File: config.mk
export PLATFORM = sky130hd
export DESIGN_NAME = opbomp
export DESIGN_NICKNAME = d
export VERILOG_FILES = /design/src/rtl/opbomp.sv
export SDC_FILE = /design/constraint.sdc
export NUM_CORES = 2
export LEC_CHECK = 0
export ABC_AREA = 1
export CORE_AREA = 2 2 435 481
export CTS_BUF_LIST = sky130_fd_sc_hd__clkbuf_16
export DETAILED_ROUTE_END_ITERATION = 8
export DIE_AREA = 0 0 437 483
export DONT_BUFFER_PORTS = 1
export GPL_TIMING_DRIVEN = 0
export SYNTH_ARGS = -nofsm -noshare
export SYNTH_HDL_FRONTEND = slang
export SYNTH_SLANG_ARGS = --single-unit
File: constraint.sdc
create_clock -name clk -period 61 [get_ports clk]
set_clock_uncertainty 0.05 [all_clocks]
set_input_delay 6.1 -clock clk [delete_from_list [all_inputs] [get_ports clk]]
set_output_delay 6.1 -clock clk [all_outputs]
set_load 0.05 [all_outputs]
File: src/rtl/opbomp.sv
// Greedy orthogonal pursuit over a 32-atom Walsh-Hadamard dictionary, streamed as serial records.
// Optional macro OPBOMP_COEF_OUT_EN appends each atom's 19-bit coefficient after its sign bit.
module opbomp #(
  parameter int SW    = 12,
  parameter int ITERS = 4,
  parameter int RW    = 14
) (
  input  logic            clk,
  input  logic            rst,
  input  logic [32*SW-1:0] x,
  output logic            output_bits,
  output logic            bit_valid,
  output logic            frame_sync
);

  localparam int CW = 19;
`ifdef OPBOMP_COEF_OUT_EN
  localparam int FL = 6 + CW;
`else
  localparam int FL = 6;
`endif
  localparam int IW  = $clog2(ITERS + 1);
  localparam int PW  = $clog2(FL);
  localparam int RIW = (ITERS > 1) ? $clog2(ITERS) : 1;
  localparam logic [IW-1:0]  ITERS_V  = IW'(ITERS);
  localparam logic [PW-1:0]  FL_LAST  = PW'(FL - 1);
  localparam logic [RIW-1:0] REC_LAST = RIW'(ITERS - 1);
  localparam logic signed [CW:0] RMAX = (CW+1)'((2 ** (RW - 1)) - 1);
  localparam logic signed [CW:0] RMIN = (CW+1)'(-(2 ** (RW - 1)));

  typedef enum logic [1:0] {LOAD, SCAN, UPDATE, OUT} state_t;

  state_t                state, state_n;
  logic [4:0]            k, k_n;
  logic [IW-1:0]         iter, iter_n;
  logic [RIW-1:0]        orec, orec_n;
  logic [PW-1:0]         opos, opos_n;
  logic signed [RW-1:0]  r [32];
  logic signed [CW-1:0]  corr, best_corr, c_full;
  logic [CW-1:0]         corr_abs, best_abs;
  logic [4:0]            best_idx;
  logic [4:0]            rec_idx [ITERS];
  logic                  rec_sgn [ITERS];
`ifdef OPBOMP_COEF_OUT_EN
  logic signed [CW-1:0]  rec_c [ITERS];
`endif
  logic [FL-1:0]         rec_vec;
  logic                  bit_n;

  // Walsh-Hadamard sign: atom k is negative at sample j when k&j has odd parity.
  function automatic logic h_neg(input logic [4:0] a, input logic [4:0] b);
    return ^(a & b);
  endfunction

  function automatic logic signed [RW-1:0] sat_rw(input logic signed [CW:0] v);
    if (v > RMAX)      return $signed(RMAX[RW-1:0]);
    else if (v < RMIN) return $signed(RMIN[RW-1:0]);
    else               return $signed(v[RW-1:0]);
  endfunction

  function automatic logic signed [RW-1:0] upd(input logic signed [RW-1:0] rv,
                                               input logic signed [CW-1:0] cv,
                                               input logic neg);
    logic signed [CW:0] d;
    d = neg ? ((CW+1)'(rv) + (CW+1)'(cv)) : ((CW+1)'(rv) - (CW+1)'(cv));
    return sat_rw(d);
  endfunction

  always_comb begin
    corr = '0;
    for (int j = 0; j < 32; j++) begin
      if (h_neg(k, 5'(j))) corr = corr - CW'(r[j]);
      else                 corr = corr + CW'(r[j]);
    end
  end

  assign corr_abs = corr[CW-1] ? CW'(-corr) : CW'(corr);
  assign c_full   = best_corr >>> 5;

  always_comb begin
    state_n = state;
    k_n     = k;
    iter_n  = iter;
    orec_n  = orec;
    opos_n  = opos;
    case (state)
      LOAD: begin
        state_n = SCAN;
        k_n     = '0;
        iter_n  = '0;
      end
      SCAN: begin
        k_n = k + 5'd1;
        if (k == 5'd31) state_n = UPDATE;
      end
      UPDATE: begin
        iter_n = iter + 1'b1;
        k_n    = '0;
        if (iter_n < ITERS_V) begin
          state_n = SCAN;
        end else begin
          state_n = OUT;
          orec_n  = '0;
          opos_n  = '0;
        end
      end
      OUT: begin
        if (opos == FL_LAST) begin
          opos_n = '0;
          orec_n = orec + 1'b1;
          if (orec == REC_LAST) state_n = LOAD;
        end else begin
          opos_n = opos + 1'b1;
        end
      end
      default: state_n = LOAD;
    endcase
  end

  // Output bits are registered from the next-cycle position so they align with the OUT state.
  always_comb begin
`ifdef OPBOMP_COEF_OUT_EN
    rec_vec = {rec_idx[orec_n], rec_sgn[orec_n], rec_c[orec_n]};
`else
    rec_vec = {rec_idx[orec_n], rec_sgn[orec_n]};
`endif
    bit_n = rec_vec[FL_LAST - opos_n];
  end

  always_ff @(posedge clk) begin
    if (rst) begin
      state       <= LOAD;
      k           <= '0;
      iter        <= '0;
      orec        <= '0;
      opos        <= '0;
      best_corr   <= '0;
      best_abs    <= '0;
      best_idx    <= '0;
      output_bits <= 1'b0;
      bit_valid   <= 1'b0;
      frame_sync  <= 1'b0;
      for (int j = 0; j < 32; j++) r[j] <= '0;
      for (int i = 0; i < ITERS; i++) begin
        rec_idx[i] <= '0;
        rec_sgn[i] <= 1'b0;
`ifdef OPBOMP_COEF_OUT_EN
        rec_c[i]   <= '0;
`endif
      end
    end else begin
      state       <= state_n;
      k           <= k_n;
      iter        <= iter_n;
      orec        <= orec_n;
      opos        <= opos_n;
      bit_valid   <= (state_n == OUT);
      frame_sync  <= (state_n == OUT) && (orec_n == '0) && (opos_n == '0);
      output_bits <= (state_n == OUT) ? bit_n : 1'b0;
      case (state)
        LOAD: begin
          for (int j = 0; j < 32; j++) r[j] <= RW'($signed(x[SW*j +: SW]));
        end
        SCAN: begin
          // Strict compare keeps the lowest index on ties; k=0 seeds the search.
          if (k == 5'd0 || corr_abs > best_abs) begin
            best_abs  <= corr_abs;
            best_corr <= corr;
            best_idx  <= k;
          end
        end
        UPDATE: begin
          for (int j = 0; j < 32; j++) r[j] <= upd(r[j], c_full, h_neg(best_idx, 5'(j)));
          rec_idx[iter[RIW-1:0]] <= best_idx;
          rec_sgn[iter[RIW-1:0]] <= best_corr[CW-1];
`ifdef OPBOMP_COEF_OUT_EN
          rec_c[iter[RIW-1:0]]   <= c_full;
`endif
        end
        default: ;
      endcase
    end
  end

endmodule

After elaboration in Yosys (flattened, before gate mapping)
Memories as Yosys holds them, arrays and structs flattened.
Cells that the tools add are included.
{ "word_totals": {"regBits": 61, "latch_bits": 0, "ramBits": 472, "romBits": 0, "output_inout_bits": 3, "elab_cells": 644, "n_memories": 3} }
{ "mem_list": {"columns": ["name", "words", "width", "rd", "rd_ports_with_merged_regs", "wr", "line_no", "source"], "rows": [
  ["r", 32, 14, 32, 0, 32, "38", "logic signed [RW-1:0] r [32];"],
  ["rec_idx", 4, 5, 1, 0, 4, "42", "logic [4:0] rec_idx [ITERS];"],
  ["rec_sgn", 4, 1, 1, 0, 4, "43", "logic rec_sgn [ITERS];"]
]} }
{ "classes": {"n_addsub": 131, "n_mul": 0, "n_div": 0, "order_cmp": 67, "n_eq_ne": 7, "shifts": 0, "n_mux": 284, "n_bitwise": 65, "reduce_logical": 76} }
{ "op_table": {"columns": ["cell", "count"], "rows": [
  ["two-way mux 14 bit", 192],
  ["greater-than comparator 20 x 14 -> 1 bit (second input constant)", 31],
  ["less-than comparator 20 x 14 -> 1 bit (second input constant)", 31],
  ["two-way mux 20 bit", 31],
  ["two-way mux 19 bit", 32],
  ["adder 19 x 14 -> 19 bit", 30],
  ["subtractor 19 x 14 -> 19 bit", 30],
  ["subtractor 14 x 14 -> 15 bit", 33],
  ["adder 14 x 14 -> 15 bit", 32],
  ["XOR reduction 5 bit", 62],
  ["OR 1 bit", 64],
  ["greater-than comparator 19 bit", 1],
  ["negation 19 bit", 1],
  ["two-way mux 2 bit", 8],
  ["greater-than comparator 15 x 14 -> 1 bit (second input constant)", 1],
  ["less-than comparator 15 x 14 -> 1 bit (second input constant)", 1],
  ["two-way mux 1 bit", 12],
  ["case mux 3 bit (2 select lines)", 2],
  ["case mux 5 bit (2 select lines)", 1],
  ["equality test 2 bit (second input constant)", 4],
  ["case mux 2 bit (4 select lines)", 1],
  ["adder 3 x 1 -> 3 bit (second input constant)", 2],
  ["two-way mux 3 bit", 2],
  ["adder 5 x 1 -> 5 bit (second input constant)", 1],
  ["21 further kinds", 25]
]} }

Longest topological paths before layout
{ "logic_depth": {"word_depth": 67, "mapped_depth": 171, "depth_no_buf": 169} }

Worst setup path after synthesis
OpenSTA, ideal clock, no wires.
{ "synth_path": {"path_type": "reg2reg", "from": "memory r[1][1] (netlist: r[0][15])", "to": "register best_corr[18]", "setup_time_ns": 0.130, "arrival_time_ns": 24.518, "t_required_ns": 60.820, "slack_ns": 36.302, "stages_incl_launch_ff": 141, "synth_period_minus_slack_ns": 24.698, "cell_sequence": "edfxtp_1 inv_1 ha_1 o21ai_0 fa_1 fa_1 xor2_1 ha_1 a21oi_1 nand2_1 nand2_1 nand2_1 a21oi_1 xnor2_1 ha_1 nand2_1 nor3_1 a21o_1 [105 not listed] buf_6 nand3_1 nand2_1 nand2_1 ha_1 a21oi_1 o21ai_0 a211o_1 a21oi_1 o21ai_0 a21oi_1 o221ai_1 a32o_1 nand2_1 clkinv_1 buf_2 o21ai_0 a21oi_1"} }
{ "synth_lines": {"columns": ["item", "line_no", "source"], "rows": [
  ["start, declared", "38", null],
  ["end signal, assigned", "168", "best_corr <= corr;"],
  ["end, declared", "39", "logic signed [CW-1:0] corr, best_corr, c_full;"]
]} }

Worst setup path after layout
{ "layout_path": {"from": "register k[0]", "to": "register best_corr[13]"} }
{ "layout_via": {"elab_chain_len": 67} }
{ "layout_lines": {"columns": ["item", "line_no", "source"], "rows": [
  ["start, declared", "34", "logic [4:0] k, k_n;"],
  ["start signal, assigned", "153", "k <= k_n;"],
  ["XOR reduction 5 bit", "52", "return ^(a & b);"],
  ["two-way mux 19 bit", "72", "if (h_neg(k, 5'(j))) corr = corr - CW'(r[j]);"],
  ["adder 19 x 14 -> 19 bit / subtractor 19 x 14 -> 19 bit (equally long branches)", "73, 72", null],
  ["two-way mux 19 bit", "72", null],
  ["adder 19 x 14 -> 19 bit / subtractor 19 x 14 -> 19 bit (equally long branches)", "73, 72", null],
  ["two-way mux 19 bit", "72", null],
  ["adder 19 x 14 -> 19 bit / subtractor 19 x 14 -> 19 bit (equally long branches)", "73, 72", null],
  ["two-way mux 19 bit", "72", null],
  ["[52 not listed]", null, null],
  ["adder 19 x 14 -> 19 bit / subtractor 19 x 14 -> 19 bit (equally long branches)", "73, 72", null],
  ["two-way mux 19 bit (*)", "72", null],
  ["negation 19 bit", "77", "assign corr_abs = corr[CW-1] ? CW'(-corr) : CW'(corr);"],
  ["two-way mux 19 bit (*)", "77", null],
  ["via corr_abs[6]", "40", "logic [CW-1:0] corr_abs, best_abs;"],
  ["greater-than comparator 19 bit (*)", "166", "if (k == 5'd0 || corr_abs > best_abs) begin"],
  ["logical OR 1 bit (*)", "166", null],
  ["AND reduction 2 bit (no source line) (*)", null, null]
]} }
The timed path passes the listed nets; every way through them passes the cells marked *.
A chain may end at the register's enable or synchronous reset.

==> results.rst <==
.. list-table::
   :header-rows: 1

   * - Metric
     - Value
   * - Global-route wire length before repair
     - 518 mm
   * - Cts hold-fix bufs
     - 0
   * - Placer Congestion
     - 0.983
   * - Number of global-route vias before repair
     - ~80000
   * - Clock tree from TritonCTS
     - built
   * - Synth warnings
     - 0
   * - # IOs
     - 389
   * - Most area-hungry cell type in the Yosys netlist
     - sky130_fd_sc_hd__edfxtp_1
   * - Number of hold violations in the final report
     - 0
   * - Maximum cell stage delay along the critical path
     - 0.78 ns
   * - Rel. slew slack
     - -0.0955
   * - Core area
     - 206000 µm²
   * - FILL cells
     - 21500
   * - Worst hold path class
     - register to register
   * - Final-report max-slew violation count
     - 66
   * - Post-synthesis to final-layout area growth
     - 8.26%
   * - Postcts setup bufs
     - 0
   * - Mapped Area
     - 82100 µm²
   * - Count of standard-cell rows
     - 175
   * - Per-cell routed wire length
     - 24.4 µm
   * - Setup violations, final
     - 0
   * - Arrival time at the worst endpoint
     - between 30 and 40 ns
   * - Total global routing overflow
     - 0
   * - Portion of the post-synthesis area used by sequential elements
     - 0.186
   * - Fraction of layout cells with a size suffix above 1
     - 0.0476
   * - CTS Buf Count
     - 76
   * - Nets in the synthesized netlist
     - 13500
   * - Top flip-flop cell by instance count after synthesis
     - sky130_fd_sc_hd__edfxtp_1
   * - Max Clk Rate
     - 33.2 MHz
   * - Final critical-path share of the clock period
     - 0.494
   * - Post-synth cell types
     - 69
   * - Average footprint of a synthesized cell
     - 6.86 µm²
   * - Final net count
     - 13600
   * - Vias per cell
     - about 5.7
   * - Die outline height
     - roughly 480 µm
   * - Setup repair after global routing missed its margin
     - no
   * - Half-perimeter wire length after placement
     - 286 mm
   * - Number of H-tree levels
     - 3
   * - Insertion delay of the later-clocked pin in the worst-skew pair
     - 0.78 ns
   * - Worst r2r path cells
     - 135
   * - Outcome
     - finished, violations left
   * - Failing checks
     - max-capacitance violations, max-slew violations
   * - Clock input transition at the sequential cells of the worst setup and hold paths
     - 0.07 ns
   * - Cell with the most instances on the worst path
     - sky130_fd_sc_hd__ha_1
   * - Highest-delay cell along the critical path
     - sky130_fd_sc_hd__fa_1
   * - Setup CP Type
     - register to register
   * - Detailed Routing Iterations Pass 1
     - 7
   * - Post-route setup TNS
     - 0 ns
   * - Width of the chip
     - around 440 µm
   * - Flip-flop and latch count after synthesis
     - 528
   * - GRT Resource Usage Total
     - 0.330
   * - Antenna violations before repair
     - 112
   * - Number of sinks handled by clock tree synthesis
     - 528
   * - Worst Tran Pin Value
     - 1.64 ns
   * - Number of cells traversed by the worst hold path
     - 2
   * - Number of vias after detailed routing
     - 85800
   * - Tmin final
     - 30.16 ns
   * - Buffer levels on the longest clock path
     - 3
   * - CP Launch Type
     - register
   * - Max-Cap Viols
     - 6
   * - Number of enable-type register cells in the synthesized netlist
     - 472
   * - Number of cells upsized or downsized after cts
     - 0
   * - Most area-consuming cells after synthesis
     - sky130_fd_sc_hd__edfxtp_1, sky130_fd_sc_hd__ha_1, sky130_fd_sc_hd__nand2_1
   * - Aggregate routed wire length
     - 364 mm
   * - DRC violation count after routing
     - 0
   * - Gate Count Post-Synth
     - around 12000
   * - Die Area
     - ~210000 µm²
   * - Number of nets with antenna violations after routing
     - 0
   * - Largest fanout of any net on the critical path
     - 10
   * - Type of element capturing the critical path
     - register
   * - Iteration-0 DRC count of the detailed router
     - 8955
   * - Count of input and output buffers
     - 0
   * - Clock tree root buffer cell
     - sky130_fd_sc_hd__clkbuf_16
   * - Top cell type's share of synthesized area
     - 0.173
   * - Async set-or-reset flop fraction in the synthesized netlist
     - 0
   * - Required @ worst endpoint
     - roughly 62 ns
   * - Initial core utilization
     - 0.399
   * - Maximum number of pins on one net before global-route repair
     - just under 60
[kinds of logic (layout without fill, tap and decap cells)]
| logic type | count (synthesis) | in the layout | share of synthesized area |
|---|---|---|---|
| simple gates | 4322 | 4322 | 0.220 |
| compound gates | 2994 | 2994 | 0.204 |
| mux | 3 | 3 | 0.000366 |
| other cells | 0 | 60 | 0 |
| xor+xnor | 1140 | 1140 | 0.122 |
| fa+ha+maj | 1138 | 1138 | 0.179 |
| flops | 528 | 528 | 0.186 |
| buf+inv | 1842 | 2007 | 0.0873 |
[cell usage in the layout (no fill, tap or decap), types with 27 or more instances in the layout]
cell type	count
sky130_fd_sc_hd__ha_1	1075
sky130_fd_sc_hd__xor2_1	816
sky130_fd_sc_hd__o21ai_0	891
sky130_fd_sc_hd__o211ai_1	118
sky130_fd_sc_hd__nand4_1	86
sky130_fd_sc_hd__o31ai_1	51
sky130_fd_sc_hd__or2_2	161
sky130_fd_sc_hd__nor2_1	741
sky130_fd_sc_hd__buf_2	54
sky130_fd_sc_hd__dfxtp_1	55
sky130_fd_sc_hd__inv_2	37
sky130_fd_sc_hd__clkbuf_1	185
sky130_fd_sc_hd__fa_1	63
sky130_fd_sc_hd__xnor2_1	320
sky130_fd_sc_hd__a31oi_1	100
sky130_fd_sc_hd__nand3_1	418
sky130_fd_sc_hd__clkbuf_2	71
sky130_fd_sc_hd__o21bai_1	167
sky130_fd_sc_hd__clkbuf_16	77
sky130_fd_sc_hd__nand2_1	2576
sky130_fd_sc_hd__a21o_1	54
sky130_fd_sc_hd__nor3_1	225
sky130_fd_sc_hd__inv_1	1448
sky130_fd_sc_hd__clkinv_1	27
sky130_fd_sc_hd__diode_2	60
sky130_fd_sc_hd__o221ai_1	103
sky130_fd_sc_hd__a21oi_1	1407
sky130_fd_sc_hd__edfxtp_1	472
[registers in the layout (all words and copies together) (netlist names)]
| name | count |
|---|---|
| r | 448 |
| rec_idx | 20 |
| best_abs | 19 |
| best_corr | 14 |
| best_idx | 5 |
| k | 5 |
| rec_sgn | 4 |
| iter | 3 |
| opos | 3 |
| orec | 2 |
| state | 2 |
| bit_valid | 1 |
| frame_sync | 1 |
| output_bits | 1 |
[worst paths after layout]
path / from / end / slack (ns)
max reg2reg: k[0] / best_corr[13] / 30.84
max: k[0] / best_corr[13] / 30.84
min: iter[2] / iter[2] / 0.43
min reg2reg: iter[2] / iter[2] / 0.43
[cell usage after synthesis (7+ instances only)]
master	number
sky130_fd_sc_hd__nor3_1	225
sky130_fd_sc_hd__nand3b_1	12
sky130_fd_sc_hd__a31oi_1	100
sky130_fd_sc_hd__ha_1	1075
sky130_fd_sc_hd__inv_1	1438
sky130_fd_sc_hd__o21ai_0	891
sky130_fd_sc_hd__buf_6	15
sky130_fd_sc_hd__edfxtp_1	472
sky130_fd_sc_hd__o21ai_1	10
sky130_fd_sc_hd__nand3_1	418
sky130_fd_sc_hd__nand3_2	11
sky130_fd_sc_hd__nor2_2	7
sky130_fd_sc_hd__o31ai_1	51
sky130_fd_sc_hd__clkbuf_1	256
sky130_fd_sc_hd__nand4_1	86
sky130_fd_sc_hd__o221ai_1	103
sky130_fd_sc_hd__or2_2	161
sky130_fd_sc_hd__a21boi_0	7
sky130_fd_sc_hd__o21a_1	19
sky130_fd_sc_hd__o211ai_1	118
sky130_fd_sc_hd__nor4_1	14
sky130_fd_sc_hd__inv_2	36
sky130_fd_sc_hd__nand2_1	2579
sky130_fd_sc_hd__xor2_1	816
sky130_fd_sc_hd__nand2_2	19
sky130_fd_sc_hd__xnor2_1	320
sky130_fd_sc_hd__nor3_2	10
sky130_fd_sc_hd__nor2_1	741
sky130_fd_sc_hd__a21o_1	54
sky130_fd_sc_hd__a21oi_1	1407
sky130_fd_sc_hd__buf_1	11
sky130_fd_sc_hd__clkinv_1	19
sky130_fd_sc_hd__a211oi_1	12
sky130_fd_sc_hd__a22oi_1	24
sky130_fd_sc_hd__nor3b_1	19
sky130_fd_sc_hd__o21bai_1	167
sky130_fd_sc_hd__fa_1	63
sky130_fd_sc_hd__dfxtp_1	56
sky130_fd_sc_hd__buf_4	17
sky130_fd_sc_hd__buf_2	45
[critical path, delay by kind of cell (launching register included)]
family | cells | cell delay (ns)
XOR/XNOR | 27 | 5.81
buffers and inverters | 13 | 2.32
AO/OA/AOI/OAI | 36 | 6.89
AND/OR/NAND/NOR | 27 | 2.82
flip-flops | 1 | 0.34
adder cells (fa/ha/maj) | 32 | 11.81
[stage by stage]
stage | hold slack (ns) | utilization | cell area [µm²] | setup slack, ns | instances
2_1_floorplan | 0.399 | - | 82100 | 36.30 | 12000
3_3_place_gp | 0.403 | 0.416 | 85500 | 31.71 | 14700
5_1_grt | 0.450 | 0.431 | 88800 | 28.91 | 14900
3_5_place_dp | 0.423 | 0.419 | 86200 | 31.42 | 14700
4_1_cts | 0.430 | 0.431 | 88700 | 31.23 | 14900
6_report | 0.434 | 0.432 | 88900 | 30.84 | 14900
[cell type report]
class / instances / area, µm² / share of cell area
multi-input cells: 9597 / 59600 / 0.671
inverters: 1497 / 5630 / 0.0634
clock inverters: 65 / 641 / 0.00721
plain buffers: 345 / 1640 / 0.0184
clock buffers: 77 / 1930 / 0.0217
flip-flops and latches: 528 / 15300 / 0.172
well taps: 2743 / 3430 / 0.0386
diodes: 60 / 150 / 0.00169
repair buffers: 23 / 510 / 0.00574
[layer usage]
layer / up-vias / share of wire / GRT usage
li1: 40700 / - / -
met1: 40200 / 0.39 / 0.403
met2: 3852 / 0.43 / 0.510
met3: 943 / 0.10 / 0.0909
met4: 82 / 0.071 / 0.212
met5: - / 0.0015 / 0
Power is not shown: default switching activity piles up to over one toggle a cycle in this logic, so the estimate is an artifact.
